### config.mk
export PLATFORM = sky130hd
export DESIGN_NAME = shiftregister_rotate_controller
export DESIGN_NICKNAME = d
export VERILOG_FILES = /design/src/rtl/shiftregister_rotate_controller.sv
export SDC_FILE = /design/constraint.sdc
export NUM_CORES = 1
export LEC_CHECK = 0
export CORE_ASPECT_RATIO = 0.75
export CORE_MARGIN = 2
export CORE_UTILIZATION = 45
export CTS_CLUSTER_DIAMETER = 40
export DETAILED_ROUTE_END_ITERATION = 8
export PLACE_DENSITY = 0.82
export SETUP_SLACK_MARGIN = 0.05
export SKIP_CTS_REPAIR_TIMING = 1
export SLEW_MARGIN = 20
export SYNTH_ARGS = -nofsm -noshare
export SYNTH_HDL_FRONTEND = slang
export SYNTH_SLANG_ARGS = --single-unit
### constraint.sdc
create_clock -name clockpulse -period 1.9 [get_ports clockpulse]
set_input_delay 0.38 -clock clockpulse [delete_from_list [all_inputs] [get_ports clockpulse]]
set_output_delay 0.38 -clock clockpulse [all_outputs]
set_load 0.005 [all_outputs]
### src/rtl/shiftregister_rotate_controller.sv
// Load/rotate sequencer for a WIDTH-bit circular right-shift register.
// Optional expected-copy checker enabled by defining SHIFTREG_CTRL_CHECK_EN.
module shiftregister_rotate_controller #(
    parameter int WIDTH = 5,
    parameter int STEPW = 5,
    localparam int PW   = (WIDTH > 1) ? $clog2(WIDTH) : 1
) (
    input  logic             clockpulse,
    input  logic             clear_,
    input  logic             start,
    input  logic             abort,
    input  logic [WIDTH-1:0] pattern,
    input  logic [STEPW-1:0] steps,
    input  logic [WIDTH-1:0] signal_q,
    output logic             preset_enable,
    output logic [WIDTH-1:0] preset,
    output logic             shift_enable,
    output logic             busy,
    output logic             done,
    output logic [PW-1:0]    position,
    output logic             error
);

    typedef enum logic [1:0] {IDLE, LOAD, SHIFT, DONE} state_t;

    state_t           state, state_nxt;
    logic             accept;
    logic [STEPW-1:0] cnt;

    always_comb begin
        state_nxt = state;
        accept    = 1'b0;
        case (state)
            IDLE:  if (start && !abort) begin
                       accept    = 1'b1;
                       state_nxt = LOAD;
                   end
            LOAD:  if (abort)              state_nxt = IDLE;
                   else if (cnt != '0)     state_nxt = SHIFT;
                   else                    state_nxt = DONE;
            SHIFT: if (abort)              state_nxt = IDLE;
                   else if (cnt == STEPW'(1)) state_nxt = DONE;
            DONE:  state_nxt = IDLE;
            default: state_nxt = IDLE;
        endcase
    end

    // Strobes are flopped from the next state so they line up exactly with state.
    always_ff @(posedge clockpulse or negedge clear_) begin
        if (!clear_) begin
            state         <= IDLE;
            preset        <= '0;
            cnt           <= '0;
            position      <= '0;
            preset_enable <= 1'b0;
            shift_enable  <= 1'b0;
            busy          <= 1'b0;
            done          <= 1'b0;
        end else begin
            state         <= state_nxt;
            preset_enable <= (state_nxt == LOAD);
            shift_enable  <= (state_nxt == SHIFT);
            busy          <= (state_nxt == LOAD) || (state_nxt == SHIFT);
            done          <= (state_nxt == DONE);
            if (accept) begin
                preset   <= pattern;
                cnt      <= steps;
                position <= '0;
            end else if (state == SHIFT) begin
                // The step in an aborted cycle still happened on the register.
                cnt      <= cnt - 1'b1;
                position <= (position == PW'(WIDTH-1)) ? '0 : position + 1'b1;
            end
        end
    end

`ifdef SHIFTREG_CTRL_CHECK_EN
    logic [WIDTH-1:0] exp_q;
    logic             chk_pend;

    // signal_q reflects a load/rotate one cycle after the strobe.
    always_ff @(posedge clockpulse or negedge clear_) begin
        if (!clear_) begin
            exp_q    <= '0;
            chk_pend <= 1'b0;
            error    <= 1'b0;
        end else begin
            chk_pend <= preset_enable | shift_enable;
            if (state == LOAD)
                exp_q <= preset;
            else if (state == SHIFT)
                exp_q <= {exp_q[0], exp_q[WIDTH-1:1]};
            if (accept)
                error <= 1'b0;
            else if (chk_pend && (signal_q != exp_q))
                error <= 1'b1;
        end
    end
`else
    logic unused_signal_q;
    assign unused_signal_q = ^signal_q;
    assign error           = 1'b0;
`endif

endmodule

==> qor.txt, run 1 <==
Max Buffers Root-to-Sink: 2
Place WS: -18.4 ps
Final worst slack: 241 ps
PortBufs: 25
Worst Path Required: 2120 ps
Synth warn: 0
Num ports: 32
Critical path data arrival time: 1880 ps
Outcome: finished with violations
Vias in the first global route: 775
Clock network latency to the later pin of the worst-skew pair: 300 ps
Final period util: 87.3%
Die ar.: 2660 µm²
DRC violations left: 1
WS Path Type: flop to flop
HP Class: primary input to async pin
CP Launch Type: flop
Vias per inst: 5.47
Setup violations, final: 0
Synth area leader: dfrtp_1
CTS tree: done
H-tree Lvls: 1
GPL Wtd Cong: 0.770
Register area: 475 µm²
RSZ-0062 raised after global routing: no
Final core utilization: 65.0%
Pre-Repair DR Iteration Count: 6
GRT Residual Overflow: 0
Placed Cells: 138
Number of synthesized register bits: 19
Initial antenna violation count: 0
Clk sinks: 19
Floorplan row count: 14
Maxcap violations: 0
Hold Slack: 400 ps
Mapped Cells: 86
Post-Syn Nets: 112
Fmax: 603 MHz
Post-synth cell types: 33
Worst Path Max Fanout: 7
Final min period: 1660 ps
Share of layout cells above drive strength 1: 15.3%
Antenna Nets Post-Route: 0
Most frequent cell after synthesis: dfrtp_1
Routed wire per std cell: 15.6 µm
DP Wirelength: 1680 µm
Lkg Pwr: 0.638 nW
Gr usage total: 18.4%
Fraction of registers with async set/reset: 100%
Peak supply drop: 0.589 mV
DP Area: 1310 µm²
Yosys top cell area share: 46.7%
Commonest cells post-synth: dfrtp_1 (19), inv_1 (8), ha_1 (7)
Largest net degree at the start of global routing: 20
Non-filler instance count after layout: 142
1st-iter DRT viols: 17
Core ar.: 2070 µm²
P per Cell Area: 971 nW/µm²
Main synth FF type: dfrtp_1
Fin. Hold Viols: 0
Inserted Clock Buffers: 3
Sequential share of the synthesized area: 46.7%
Die Width: 58.9 µm
Pins over their slew limit: 0
Die H: 45.2 µm
Net count, final: 145
Failing checks: DRC
Root Driver: clkbuf_4
Synth top area cells: dfrtp_1 (47%), ha_1 (8.6%), mux2_4 (7.4%), inv_1 (3.0%), nor4b_4 (2.3%)
Fill cell count: 174
Starting Density: 49.2%
Design area: 1340 µm²
Avg Inst Size Synth: 11.8 µm²
Multi-input gate area: 482 µm²
N_diodes: 0
Clock-pin slew on the worst setup and hold paths: 110 ps
R2R setup slack: 240 ps
Area delta synth->final: 32.0%
Setup crit end kind: flop
Routed wire length: 2220 µm
Via count: 777
Mapped cell area: 1020 µm²
First-pass GRT wire length: 3480 µm
Post-synth EDFFs: 0
Final setup skew: 6.55 ps
-- logic make-up (layout without fill, tap and decap cells) --
group | Yosys count | after routing | share of synthesized area (%)
simple gates | 17 | 17 | 12.4
flops | 19 | 19 | 46.7
buf+inv | 11 | 43 | 5.90
fa+ha+maj | 7 | 7 | 8.61
compound gates | 26 | 26 | 18.6
mux | 5 | 5 | 7.38
other cells | 1 | 1 | 0.369
-- worst paths after layout --
check                               start         to  depth (start not counted)
min in group clockpulse         preset[2]  preset[2]                          1
worst max-delay path               cnt[0]       busy                          6
max in group asynchronous          clear_  preset[1]                          2
worst min register to register  preset[2]  preset[2]                          1
worst min-delay path               clear_     cnt[4]                          2
worst max register to register     cnt[0]       busy                          6
-- through the flow --
| step | setup TNS, ps | power [mW] |
|---|---|---|
| floorplan | 0 | 0.868 |
| global route | 0 | 1.39 |
| global placement | 0 | 1.06 |
| finish | 0 | 1.30 |
| CTS | 0 | 1.31 |
| detailed placement | -18.4 | 1.09 |
-- layout by cell type, fill, tap and decap left out, types with 3 or more instances in the layout --
master / synthesis / final
clkdlybuf4s50_1: 0 / 25
ha_1: 7 / 7
buf_4: 1 / 6
a21oi_1: 4 / 4
a21o_1: 3 / 3
mux2_4: 5 / 5
dfrtp_1: 19 / 19
clkbuf_4: 0 / 3
o22ai_1: 3 / 3
nand2b_1: 3 / 3
inv_1: 8 / 8
nor2_1: 4 / 4
-- power breakdown --
group	leakage [nW]	internal, mW	switching [mW]
logic	0.385	0.279	0.191
registers	0.239	0.501	0.121
clock network	0.0139	0.0803	0.132
total	0.638	0.860	0.444
-- routing by layer --
layer  vias up  part of all wire (%)  GRT usage (%)
met5         -                     0              0
met4         0                     0           7.27
met3         0                   8.3           8.02
met2        31                    48           27.6
met1       370                    44           23.6
li1        376                     -              -
-- final cells by class --
class                           instances  area share, %
Multi-Input combinational cell         56           35.9
Clock inverter                          1          0.559
Timing Repair Buffer                   31           22.0
Inverter                                8           2.24
Sequential cell                        19           35.4
Clock buffer                            3           1.68
Tap cell                               24           2.24
-- registers in the layout, indices dropped and copies added, names as in the netlist --
register,count
preset_enable,1
position,3
done,1
busy,1
state,2
preset,5
cnt,5
shift_enable,1
-- critical path: stages (launching register included) --
cell and delay (ps):
dfrtp_1 490, inv_1 80, ha_1 260, a22o_1 250, a21o_1 190, ha_1 270, inv_1 30
(Power assumes the default switching activity.)
==> inputs of run 2 (changes only) <==
--- a/config.mk
+++ b/config.mk
@@ -7,11 +7,10 @@
 export LEC_CHECK = 0
 export CORE_ASPECT_RATIO = 0.75
 export CORE_MARGIN = 2
-export CORE_UTILIZATION = 45
+export CORE_UTILIZATION = 41
 export CTS_CLUSTER_DIAMETER = 40
 export DETAILED_ROUTE_END_ITERATION = 8
-export PLACE_DENSITY = 0.82
-export SETUP_SLACK_MARGIN = 0.05
+export PLACE_DENSITY = 0.79
 export SKIP_CTS_REPAIR_TIMING = 1
 export SLEW_MARGIN = 20
 export SYNTH_ARGS = -nofsm -noshare
==> constraint.sdc (replaced) <==
create_clock -name clockpulse -period 1.5 [get_ports clockpulse]
set_input_delay 0.3 -clock clockpulse [delete_from_list [all_inputs] [get_ports clockpulse]]
set_output_delay 0.3 -clock clockpulse [all_outputs]
set_load 0.005 [all_outputs]
==> qor.txt, run 2 (synthesis results as in run 1) <==
Fill cell count: 193 (+11%)
Setup violations, final: 0 (unchanged)
Reg2Reg Depth: 6 (unchanged)
Floorplan row count: 15 (+1)
Most frequent cells in the layout: buf_4 (21), dfrtp_1 (19), clkdlybuf4s50_1 (15)
Initial antenna violation count: 0 (unchanged)
DP Area: 1400 µm² (+6.7%)
H-tree Lvls: 1 (unchanged)
Inserted Clock Buffers: 3 (unchanged)
WS Path Type: flop to flop
Seq pwr share: 43.5% (-4.2 points)
Outcome: finished, final reports clean
Vias in the first global route: 732 (-5.5%)
HP Class: primary input to async pin
Combinational share of power: 41.7% (+5.7 points)
DP Wirelength: 1710 µm (+1.9%)
Final setup skew: 3.44 ps (-3.11 ps)
Gr usage total: 16.9% (-1.6 points)
Pre-Repair DR Iteration Count: 5 (-1)
Clock-pin slew on the worst setup and hold paths: 110 ps (about the same)
Design area: 1530 µm² (+14%)
PortBufs: 25 (unchanged)
Final period util: 98.0% (+11 points)
N_diodes: 0 (unchanged)
Largest net degree at the start of global routing: 20 (unchanged)
Hold Slack: 312 ps (-88.6 ps)
Share of layout cells above drive strength 1: 29.1% (+14 points)
RSZ-0062 raised after global routing: yes
Final min period: 1470 ps (-189 ps)
DRC violations left: 0 (-1)
Net count, final: 161 (+11%)
Routed wire per std cell: 14.3 µm (-8.2%)
1st-iter DRT viols: 122 (+105)
P_sw: 0.607 mW (+37%)
Multi-input gate area: 505 µm² (+4.9%)
Die Width: 61.5 µm (+4.4%)
Die H: 47.1 µm (+4.3%)
Placed Cells: 158 (+14%)
Root Driver: clkbuf_4
Non-filler instance count after layout: 168 (+18%)
Starting Density: 43.7% (-5.5 points)
Top flop regs: cnt (5), preset (5), position (3)
Register area: 475 µm² (unchanged)
Fmax: 680 MHz (+13%)
Die ar.: 2900 µm² (+9.0%)
Worst Path Max Fanout: 3 (-4)
Power share of the clock group: 14.9% (-1.4 points)
CP Launch Type: flop
Core ar.: 2330 µm² (+13%)
GRT Residual Overflow: 0 (unchanged)
Commonest non-fill, non-tap cell in the layout: buf_4
GPL Wtd Cong: 0.814 (+5.8%)
Antenna Nets Post-Route: 0 (unchanged)
Clk sinks: 19 (unchanged)
First-pass GRT wire length: 3420 µm (-1.8%)
Num ports: 32 (unchanged)
Pint: 1.18 mW (+37%)
P per Cell Area: 1170 nW/µm² (+21%)
Lkg Pwr: 0.841 nW (+32%)
Peak supply drop: 0.596 mV (+1.3%)
CTS tree: done
Routed wire length: 2410 µm (+8.6%)
Clock network latency to the later pin of the worst-skew pair: 310 ps (about the same)
Vias per inst: 4.88 (-11%)
Fin. Hold Viols: 0 (unchanged)
Maxcap violations: 0 (unchanged)
Via count: 820 (+5.5%)
Max Buffers Root-to-Sink: 2 (unchanged)
Worst Path Required: 1720 ps (-400 ps)
Area delta synth->final: 49.9%
Tot Pwr: 1.79 mW (+37%)
Critical path data arrival time: 1690 ps (-190 ps)
Sw Ratio: 34.0% (-0.096 points)
Pins over their slew limit: 0 (unchanged)
Final core utilization: 65.5% (+0.59 points)
Setup crit end kind: flop
-- run 2: worst paths after layout --
| path | endpoint | slack [ps] | startpoint |
|---|---|---|---|
| max in group asynchronous | cnt[3] | 980 | clear_ |
| min in group clockpulse | preset[1] | 520 | preset[1] |
| setup / recovery | busy | 30 | cnt[1] |
| hold reg to reg | preset[1] | 520 | preset[1] |
| setup reg to reg | busy | 30 | cnt[1] |
| hold / removal | position[0] | 310 | clear_ |
-- run 2: final cells by class --
class	count	share of cell area, %
Clock buffer	3	1.48
Clock inverter	1	0.328
Inverter	8	1.97
Multi-Input combinational cell	56	33.1
Sequential cell	19	31.2
Tap cell	34	2.79
Timing Repair Buffer	47	29.1
-- run 2: layer usage --
metal | part of all wire [%] | track usage [%] | routed length (µm)
met3 | 5.0 | 6.89 | 120
met2 | 46 | 22.9 | 1100
met1 | 49 | 24.4 | 1190
met4 | 0 | 5.11 | 0
met5 | 0 | 0 | 0
-- run 2: worst max-delay path, stage by stage (launching register included) --
cell	delay (ps)
dfrtp_1	390
inv_2	60
ha_1	190
a22o_1	260
a21o_1	180
ha_1	270
inv_1	30
-- run 2: power by group through the flow --
stage | logic (mW) | clock network, mW | registers (mW)
floorplan | 0.340 | 0 | 0.759
global placement | 0.665 | 0 | 0.755
detailed placement | 0.694 | 0 | 0.765
CTS | 0.700 | 0.274 | 0.755
global route | 0.820 | 0.297 | 0.786
finish | 0.745 | 0.266 | 0.777
-- run 2: per-stage QoR --
step / setup slack [ps] / TNS [ps]
CTS: -65.0 / -191
detailed placement: -272 / -3600
floorplan: 21.9 / 0
finish: 29.5 / 0
global placement: -236 / -3070
global route: -22.2 / -22.2
